File: src/rtl/sc_neuron_arbiter.sv
// Round-robin arbiter that time-shares one stochastic-computing neuron datapath.
// A granted job clears the datapath for one cycle, streams BITS bit slots through it,
// collects the serial output bits into a shadow word and publishes them as result.
module sc_neuron_arbiter #(
    parameter int unsigned NREQ = 4,
    parameter int unsigned BITS = 64,
    localparam int unsigned IW  = $clog2(NREQ),
    localparam int unsigned BW  = $clog2(BITS)
) (
    input  logic            clk,
    input  logic            rst,
    input  logic [NREQ-1:0] req,
    input  logic            abort,
    output logic [NREQ-1:0] gnt,
    output logic            dp_clear,
    output logic            dp_bit_en,
    output logic [BW-1:0]   bit_idx,
    input  logic            dp_out_bit,
    output logic [BITS-1:0] result,
    output logic [IW-1:0]   result_id,
    output logic [NREQ-1:0] done,
    output logic            busy
);

    typedef enum logic [1:0] {StIdle, StLoad, StRun, StDone} state_e;

    state_e          state;
    logic [IW-1:0]   rr_ptr;
    logic [IW-1:0]   gidx;
    logic [BITS-1:0] shadow;

    logic [IW-1:0]   sel;
    logic [IW-1:0]   cand;
    logic            any_req;
    logic [NREQ-1:0] sel_oh;
    logic [IW-1:0]   sel_inc;
    logic            last_bit;
    logic [BITS-1:0] shadow_nxt;

    // Pick the first requester at or after rr_ptr, scanning circularly.
    always_comb begin
        sel     = '0;
        cand    = '0;
        any_req = 1'b0;
        for (int k = 0; k < NREQ; k++) begin
            cand = IW'((32'(rr_ptr) + 32'(k)) % NREQ);
            if (!any_req && req[cand]) begin
                any_req = 1'b1;
                sel     = cand;
            end
        end
    end

    // One-hot form of the winner and the pointer value that makes it lowest priority next.
    always_comb begin
        sel_oh      = '0;
        sel_oh[sel] = 1'b1;
        sel_inc     = (sel == IW'(NREQ - 1)) ? '0 : sel + IW'(1);
    end

    // Shadow word including the bit arriving this cycle, so the final bit lands in result.
    always_comb begin
        shadow_nxt          = shadow;
        shadow_nxt[bit_idx] = dp_out_bit;
    end

    assign last_bit  = (bit_idx == BW'(BITS - 1));
    assign busy      = (state != StIdle);
    assign dp_clear  = (state == StLoad);
    assign dp_bit_en = (state == StRun);

    // Job sequencer: arbitration, bit streaming, result publication and abort handling.
    always_ff @(posedge clk or posedge rst) begin
        if (rst) begin
            state     <= StIdle;
            rr_ptr    <= '0;
            gidx      <= '0;
            gnt       <= '0;
            bit_idx   <= '0;
            shadow    <= '0;
            result    <= '0;
            result_id <= '0;
            done      <= '0;
        end else begin
            done <= '0;
            case (state)
                StIdle: begin
                    bit_idx <= '0;
                    if (any_req) begin
                        state  <= StLoad;
                        gnt    <= sel_oh;
                        gidx   <= sel;
                        rr_ptr <= sel_inc;
                    end
                end
                StLoad: begin
                    bit_idx <= '0;
                    if (abort) begin
                        state <= StIdle;
                        gnt   <= '0;
                    end else begin
                        state <= StRun;
                    end
                end
                StRun: begin
                    if (abort) begin
                        state   <= StIdle;
                        gnt     <= '0;
                        bit_idx <= '0;
                    end else begin
                        shadow <= shadow_nxt;
                        if (last_bit) begin
                            // bit_idx parks at BITS-1 until the job retires
                            state     <= StDone;
                            result    <= shadow_nxt;
                            result_id <= gidx;
                            done      <= gnt;
                        end else begin
                            bit_idx <= bit_idx + BW'(1);
                        end
                    end
                end
                StDone: begin
                    state   <= StIdle;
                    gnt     <= '0;
                    bit_idx <= '0;
                end
                default: begin
                    state <= StIdle;
                    gnt   <= '0;
                end
            endcase
        end
    end

endmodule

File: config.mk
export PLATFORM = sky130hd
export DESIGN_NAME = sc_neuron_arbiter
export DESIGN_NICKNAME = d
export VERILOG_FILES = /design/src/rtl/sc_neuron_arbiter.sv
export SDC_FILE = /design/constraint.sdc
export NUM_CORES = 1
export LEC_CHECK = 0
export ABC_AREA = 0
export BUFFER_PORTS_ARGS = -buffer_cell sky130_fd_sc_hd__buf_4
export CORE_UTILIZATION = 45
export CTS_CLUSTER_DIAMETER = 120
export DETAILED_ROUTE_END_ITERATION = 8
export SLEW_MARGIN = 10
export SYNTH_ARGS = -nofsm -noshare
export SYNTH_HDL_FRONTEND = slang
export SYNTH_SLANG_ARGS = --single-unit
File: constraint.sdc
create_clock -name clk -period 9.8 [get_ports clk]
set_input_delay 1.96 -clock clk [delete_from_list [all_inputs] [get_ports clk]]
set_output_delay 1.96 -clock clk [all_outputs]
set_load 0.02 [all_outputs]
==> results of run 1 <==
==> Yosys cell counts (2+ instances only) <==
| master | n |
|---|---|
| a21o_1 | 3 |
| a21oi_1 | 62 |
| a21oi_2 | 5 |
| buf_1 | 2 |
| buf_2 | 17 |
| buf_4 | 2 |
| buf_6 | 10 |
| clkbuf_1 | 28 |
| dfrtp_1 | 150 |
| ha_1 | 10 |
| inv_1 | 11 |
| mux2_2 | 17 |
| mux2i_1 | 5 |
| nand2_1 | 72 |
| nand2b_1 | 11 |
| nand3_1 | 55 |
| nand4_1 | 2 |
| nor2_1 | 101 |
| nor2b_1 | 2 |
| nor3_1 | 7 |
| o21ai_0 | 115 |
| o21ai_1 | 4 |
| o31ai_1 | 2 |
| or2_1 | 3 |
| or2_2 | 8 |
| or3_1 | 2 |
| or4_1 | 2 |
| xor2_1 | 2 |
==> area by class of cell <==
type,count,area (um^2),share of cell area [%]
Sequential cell,150,3754,46.95
Multi-Input combinational cell,503,2628,32.86
Timing Repair Buffer,92,690.7,8.638
Clock buffer,22,474.2,5.931
Tap cell,184,230.2,2.880
Clock inverter,9,172.7,2.160
Inverter,11,46.29,0.5790
==> stage by stage <==
step                      util, %  hold WS [ps]
after detailed placement    50.37         458.1
after floorplan                 -         437.5
after global routing        54.80         505.8
after global placement      50.37         453.3
final                       54.80         467.4
after CTS                   54.80         474.6
==> sequential cells by signal (all words and copies together), names as in the netlist <==
| signal | cells |
|---|---|
| state | 2 |
| rr_ptr | 2 |
| result_id | 2 |
| gidx | 2 |
| shadow | 64 |
| bit_idx | 6 |
| done | 4 |
| result | 64 |
| gnt | 4 |
==> metal layers <==
metal  global-route usage [%]  up-vias
met2                    35.26      163
li1                         -     2557
met4                    9.072        0
met3                    4.338       23
met1                    31.93     2602
met5                        0        -
==> worst register-to-register path: stages, from the launching register on <==
cell and delay (ps):
dfrtp_1 730, and4_1 470, and3_4 630, buf_4 700, nor3_1 160, a21o_1 180
==> logic make-up after synthesis <==
logic type	synth area share, %
XOR/XNOR	0.2598
flip-flops	55.67
multiplexers	3.581
adder cells (fa/ha/maj)	1.856
AND/OR/NAND/NOR	17.55
buffers and inverters	5.437
AO/OA/AOI/OAI	15.64
==> path summary, 6_finish.rpt <==
kind,startpoint,to,slack (ps),depth (start not counted)
min reg2reg,gidx[0]$_DFFE_PP0P_,result_id[0]$_DFFE_PP0P_,470,2
max reg2reg,bit_idx[2]$_DFFE_PP0N_,bit_idx[0]$_DFFE_PP0N_,6820,5
min,gidx[0]$_DFFE_PP0P_,result_id[0]$_DFFE_PP0P_,470,2
max in group asynchronous,rst,result[58]$_DFFE_PP0P_,6870,3
max,abort,bit_idx[0]$_DFFE_PP0N_,6120,6
min in group asynchronous,rst,shadow[30]$_DFFE_PP0P_,1670,2
==> where the power goes <==
group / total (mW) / switching, mW / internal [mW]
registers: 0.659 / 0.0175 / 0.641
logic: 0.184 / 0.117 / 0.0671
clock network: 0.718 / 0.248 / 0.469
total: 1.56 / 0.383 / 1.18
==> flow_summary.ini, run 1 <==
[run_status]
status = complete, no violations

[worst_setup_path]
path_delay_family = simple AND/OR/NAND/NOR gates
worst_ep_required_time_ps = 10110
critPathLaunchType = input port
cp_common_cell = buf_4
crit_path_cell_trace = buf_4 -> nor2b_1 -> and3_4 -> buf_4 -> nor3_1 -> a21o_1
crit_path_end_kind = register
critical-path-max-stage-delay_ps = 650
cp_max_fo = 68
crit_arrival_ps = 3990
crit_slowest_cell = buf_4
crit_type = in -> reg
critPathBufInv = 2

[cts]
cts_setup_buffers = 0
htreeDepth = 4
clock_latency_ps = 420
clock_tree.buffer_depth = 2
cts_tree = done
path_clk_slew_ps = 60
cts_buffers = 17
cts_resized = 0
ctsHoldBuffers = 0
root_buffer = clkbuf_16
cts_sinks = 150

[floorplanning]
fp-row-count = 44
die_w_um = 124.4
die_area_mm2 = 0.01548
initial_core_util_pct = 46.22
io_pins = 91
die_y_um = 124.4
coreArea_mm2 = 0.01459

[routing]
drc = 0
met1Wirelength_um = 7508
route.vias.total = 5345
drtPass1Iterations = 5
met3_length_um = 969
routedWlPerCell_um = 17.11
route.final.wire_length_um = 16620
highest_layer = met4
route.met2.wl_um = 7852
drt_iter0_drc = 376
ant_nets = 0
viasPerCell = 5.505

[timing]
fin_setup_tns_ps = 0
final-hold-violation-count = 0
worst_pin_slew_ps = 1160
rsz0062_at_grt = false
final-setup-viol-count = 0
fin_ws_ps = 6124
relSlewSlack_pct = 22.37
fin_crit_ps = 3676
timing.fmax_ghz = 0.2720
skew_ps = 7.217
finalMaxSlewViolations = 0
min_period_over_period_pct = 37.51

[grt]
grt_use_total_pct = 22.89
grt_max_degree = 96
gr-total-overflow = 0
grt_pass1_vias = 5428
grt_pass1_wl_um = 28030
grt_antenna_before_repair = 0

[logic_synthesis]
ys_warn_count = 0
synth_top_area_cell = dfrtp_1
synth_area_per_cell_um2 = 9.326
seq_area_frac_synth_pct = 55.67
synth-async-reset-ratio_pct = 100.0
ys_seq_elements = 150
synth_fp_nets = 741
synth-edff-count = 0
ys_top_cells_by_area = dfrtp_1 (56%), o21ai_0 (8.5%), nor2_1 (5.6%)
synth_top_area_share_pct = 55.67
netlist_instances = 723
synth_area_mm2 = 0.006743
synthFlopType = dfrtp_1
yosysUniqueCellTypes = 41

[job]
maxCapViolations = 0

[placement]
port_buffers = 90
place.gp.congestion = 0.7477
dpl_worst_slack_ps = 5696
hpwl_um = 10220
dp_cells = 940
place_area_mm2 = 0.007348

[final_layout]
final_common_cell = dfrtp_1
final_nets = 793
layout_common_cells = dfrtp_1 (150), o21ai_0 (115), nor2_1 (101)
nFillCells = 1280
drive_gt1_share_pct = 19.57
syn_to_final_growth_pct = 18.57
fin_cells = 971
diodes = 0
postLayoutCellArea_mm2 = 0.007995

[pwr]
p_per_area_mw_per_mm2 = 195.2
leakage_nw = 3.995
ir_drop_uv = 132.5
p_total_mw = 1.560

[min_path]
hold_class = reg -> reg
No activity file was read; power rests on OpenSTA's default activity.
==> inputs of run 2 (changes only) <==
Settings changed: PLACE_DENSITY from default to 0.67.
Clock period 9.8 ns to 3.3 ns, I/O delays scaled along.
==> run 2 against run 1 <==
  * Sequential share of layout area shrank 0.24 points
  * Clock skew grew 1.0 ps
  * Worst setup slack lost 5100 ps
  * Clock-buffer cell count shrank 1
  * Power grew to 2.9 times the previous value
  * Global-route usage shrank 0.80 points
  * Sequential cell count is the same
  * Critical endpoint unchanged
==> flow_summary.ini, run 2 (synthesis results as in run 1) <==
[run_status]
status = complete, no violations

[grt]
grt_use_total_pct = 22.10
met1_usage_pct = 29.51
grt_pass1_wl_um = 27460
grt.met2_usage_pct = 34.84
grt_antenna_before_repair = 0
busiest_layer = met2
grt_max_degree = 88
grtUsageMet3_pct = 5.326
grt_pass1_vias = 5475
gr-total-overflow = 0

[routing]
drc = 0
viasPerCell = 5.509
drtPass1Iterations = 5
route.final.wire_length_um = 16330
ant_nets = 0
route.vias.total = 5393
drt_iter0_drc = 417
routedWlPerCell_um = 16.68

[pwr]
power.internal_mw = 3.346
sw_frac_of_total_pct = 25.19
power.switching_mw = 1.127
leakage_nw = 4.021
ir_drop_uv = 370.5
p_clk_share_pct = 43.9
pwr-share-comb_pct = 12.3
seq_power_share_pct = 43.8
p_per_area_mw_per_mm2 = 556.6

[cts]
cts_setup_buffers = 0
clock_latency_ps = 420
path_clk_slew_ps = 60
cts_buffers = 17
cts_tree = done
clock_tree.buffer_depth = 2
ctsHoldBuffers = 0
htreeDepth = 4
root_buffer = clkbuf_16
cts_sinks = 150
cts_resized = 0

[timing]
rsz0062_at_grt = false
final-setup-viol-count = 0
worst_hold_slack_ps = 353.6
timing.fmax_ghz = 0.4457
relSlewSlack_pct = 45.82
skew_ps = 8.216
fin_crit_ps = 2243
min_period_over_period_pct = 67.98
finalMaxSlewViolations = 0
final-hold-violation-count = 0
worst_pin_slew_ps = 812.7
fin_setup_tns_ps = 0

[final_layout]
layout_common_cells = dfrtp_1 (150), o21ai_0 (115), nor2_1 (101)
fin_cells = 979
top_regs = result x64, shadow x64, bit_idx x6
final_nets = 802
syn_to_final_growth_pct = 19.19
final_common_cell = dfrtp_1
final_core_util_pct = 55.09
diodes = 0
drive_gt1_share_pct = 20.50

[floorplanning]
die_y_um = 124.4
fp-row-count = 44
io_pins = 91
initial_core_util_pct = 46.22
die_area_mm2 = 0.01548
die_w_um = 124.4
coreArea_mm2 = 0.01459

[worst_setup_path]
crit_path_cell_trace = and4_1 -> and3_4 -> buf_4 -> nor3_1 -> a21o_1
crit_arrival_ps = 2550
crit_path_end_kind = register
cp_max_fo = 56
critPathLaunchType = register
critical-path-max-stage-delay_ps = 730
r2r-start = bit_idx[2]$_DFFE_PP0N_
rr_endpoint = bit_idx[0]$_DFFE_PP0N_
reg2reg_depth = 5
r2r_slack_ps = 1060
crit_slowest_cell = dfrtp_1
crit_type = reg -> reg
worst_ep_required_time_ps = 3610

[placement]
dp_cells = 949
port_buffers = 90
hpwl_um = 10620
place.gp.congestion = 0.8044

[min_path]
hold_class = in -> async

[job]
maxCapViolations = 0
[run 2: stage by stage]
step	setup WS, ps	total power, mW	instance area, um^2
finish	1057	4.473	8036
global placement	1090	2.508	7440
global route	908.4	4.664	8036
floorplan	751.0	2.365	6746
detailed placement	1024	2.543	7440
CTS	1057	4.498	8036
[run 2: layout make-up]
cell class | instances | area, um^2
clock buffer | 21 | 470.5
clock inverter | 9 | 126.4
fill | 1320 | 6553
multi-input combinational | 503 | 2628
inverter | 11 | 45.04
timing repair buffer | 101 | 783.3
tap | 184 | 230.2
sequential | 150 | 3754
[run 2: power by group through the flow]
| stage | sequential (mW) | combinational (mW) | clock, mW |
|---|---|---|---|
| after floorplan | 2.00 | 0.369 | 0 |
| after global placement | 1.99 | 0.523 | 0 |
| after detailed placement | 1.99 | 0.554 | 0 |
| after CTS | 1.96 | 0.557 | 1.98 |
| after global routing | 1.97 | 0.621 | 2.08 |
| final | 1.96 | 0.551 | 1.96 |
[run 2: worst max-delay path by stage]
stage	startpoint	end	slack [ps]	cells past startpoint
floorplan	rst	bit_idx[0]$_DFFE_PP0N_	750	1
global placement	bit_idx[2]$_DFFE_PP0N_	bit_idx[0]$_DFFE_PP0N_	1090	5
detailed placement	abort	shadow[58]$_DFFE_PP0P_	1020	5
CTS	state[0]$_DFFE_PP0P_	shadow[58]$_DFFE_PP0P_	1060	6
global route	bit_idx[2]$_DFFE_PP0N_	result[20]$_DFFE_PP0P_	910	5
finish	bit_idx[2]$_DFFE_PP0N_	bit_idx[0]$_DFFE_PP0N_	1060	5
[run 2: critical path, delay by kind of cell, from the launching register on]
kind            cells  cell delay [ps]
flops               1              730
buf+inv             1              420
compound gates      1              170
simple gates        3              810
[run 2: layer usage]
layer  share of wire (%)  wire length, um
met1                  44             7231
met2                  48             7765
met3                 6.6             1082
met4                 1.5              246
met5                   0                0
==> inputs of run 3 (changes only) <==
Settings changed: PLACE_DENSITY 0.67 to default.
Clock period 3.3 ns to 2.09 ns, I/O delays scaled along.
==> run 3 against run 2 <==
  * Final cell count up 2.1%
  * Register-to-register slack worse by 900 ps
  * First-iteration DRC count down 16%
  * Sequential share of layout area down 1.5 points
  * Clock-buffer cell count down 1
  * Critical path type unchanged
  * Highest routed layer unchanged
==> flow_summary.ini, run 3 (synthesis results as in run 1) <==
[run_status]
status = complete, no violations

[timing]
final-hold-violation-count = 0
fin_ws_ps = 158.7
final-setup-viol-count = 0
timing.fmax_ghz = 0.5178
worst_pin_slew_ps = 813.5
fin_crit_ps = 1931
relSlewSlack_pct = 45.27
worst_hold_slack_ps = 89.64
rsz0062_at_grt = false
skew_ps = 8.643
finalMaxSlewViolations = 0
min_period_over_period_pct = 92.41

[floorplanning]
die_y_um = 124.4
coreArea_mm2 = 0.01459
initial_core_util_pct = 46.22
fp-row-count = 44
io_pins = 91
die_area_mm2 = 0.01548
die_w_um = 124.4

[worst_setup_path]
crit_slowest_cell = dfrtp_1
worst_ep_required_time_ps = 2400
critical-path-max-stage-delay_ps = 400
crit_type = reg -> reg
r2r-start = state[0]$_DFFE_PP0P_
crit_path_start = state[0]$_DFFE_PP0P_
cp_max_fo = 9
crit_path_cell_trace = inv_1 -> ha_1 -> nand2b_1 -> or2_4 -> nor2_1 -> mux2_2
crit_path_end_kind = register
critPathLaunchType = register
crit_arrival_ps = 2240

[cts]
root_buffer = clkbuf_16
cts_sinks = 150
clock_latency_ps = 430
htreeDepth = 4
path_clk_slew_ps = 60
ctsHoldBuffers = 0
cts_resized = 0
cts_buffers = 17
cts_tree = done
cts_setup_buffers = 0
clock_tree.buffer_depth = 2

[final_layout]
layout_common_cells = dfrtp_1 (149), buf_4 (119), o21ai_0 (115)
final_nets = 824
top_regs = result x64, shadow x64, bit_idx x6
fin_cells = 1000
drive_gt1_share_pct = 23.04
syn_to_final_growth_pct = 23.18
multi_input_area_mm2 = 0.002638
nFillCells = 1294
final_common_cell = dfrtp_1
diodes = 0
register_area_mm2 = 0.003755

[grt]
grt_pass1_wl_um = 27980
gr-total-overflow = 0
grt_pass1_vias = 5456
grt_max_degree = 89
grt_antenna_before_repair = 0
grt_use_total_pct = 23.00

[placement]
hpwl_um = 11140
dpl_worst_slack_ps = 63.56
port_buffers = 90
place.gp.congestion = 0.7858
dp_cells = 971

[routing]
drc = 0
route.vias.total = 5498
ant_nets = 0
drt_iter0_drc = 351
drtPass1Iterations = 5
routedWlPerCell_um = 16.94
viasPerCell = 5.498
route.final.wire_length_um = 16940

[pwr]
leakage_nw = 4.160
p_total_mw = 7.441
p_per_area_mw_per_mm2 = 895.9
ir_drop_uv = 583.7

[min_path]
hold_class = in -> async

[job]
maxCapViolations = 0
==> run 3: cell types whose count changed in the layout (fill, tap and decap cells not counted), sizes merged <==
cell / delta
clkbuf: -1
buf: +22
bufinv: +3
clkinvlp: +1
clkinv: -4
==> run 3: worst max-delay path: cells and delay by family, from the launching register on <==
family                   cells  cell delay [ps]
flip-flops                   1              400
multiplexers                 1              340
AND/OR/NAND/NOR              3              700
adder cells (fa/ha/maj)      1              230
buffers and inverters        1              140
==> run 3: final timing paths <==
check                           depth (start not counted)                  endpoint  slack (ps)
min in group clk                                        3      state[1]$_DFFE_PP0P_         330
max in group asynchronous                               3    result[56]$_DFFE_PP0P_        1550
worst max-delay path                                    6    shadow[29]$_DFFE_PP0P_         160
worst min-delay path                                    3    bit_idx[2]$_DFFE_PP0N_          90
worst max register to register                          6    shadow[29]$_DFFE_PP0P_         160
worst min register to register                          2  result_id[0]$_DFFE_PP0P_         480
==> run 3: metal layers <==
| metal | vias to the layer above | track usage, % | part of all wire (%) |
|---|---|---|---|
| met5 | - | 0 | 0 |
| met4 | 0 | 10.21 | 1.8 |
| met3 | 24 | 4.768 | 5.4 |
| met2 | 151 | 37.31 | 48 |
| met1 | 2707 | 29.66 | 45 |
| li1 | 2616 | - | - |
==> run 3: layout make-up <==
cell class / instances / share of cell area (%)
clock inverters: 9 / 2.410
inverters: 11 / 0.5423
flip-flops and latches: 150 / 45.21
clock buffers: 20 / 5.499
multi-input cells: 503 / 31.76
well taps: 184 / 2.772
repair buffers: 123 / 11.81
==> run 3: stage by stage <==
step           utilization, %  TNS, ps  instance area [um^2]
3_3_place_gp            52.30        0                  7630
4_1_cts                 56.80        0                  8287
2_1_floorplan               -   -32550                  6746
5_1_grt                 56.93        0                  8305
6_report                56.93        0                  8305
3_5_place_dp            52.30        0                  7630
==> run 3: report_power, final <==
| part | internal, mW | switching, mW |
|---|---|---|
| Clock | 2.28 | 1.16 |
| Sequential | 3.01 | 0.0838 |
| Combinational | 0.350 | 0.564 |
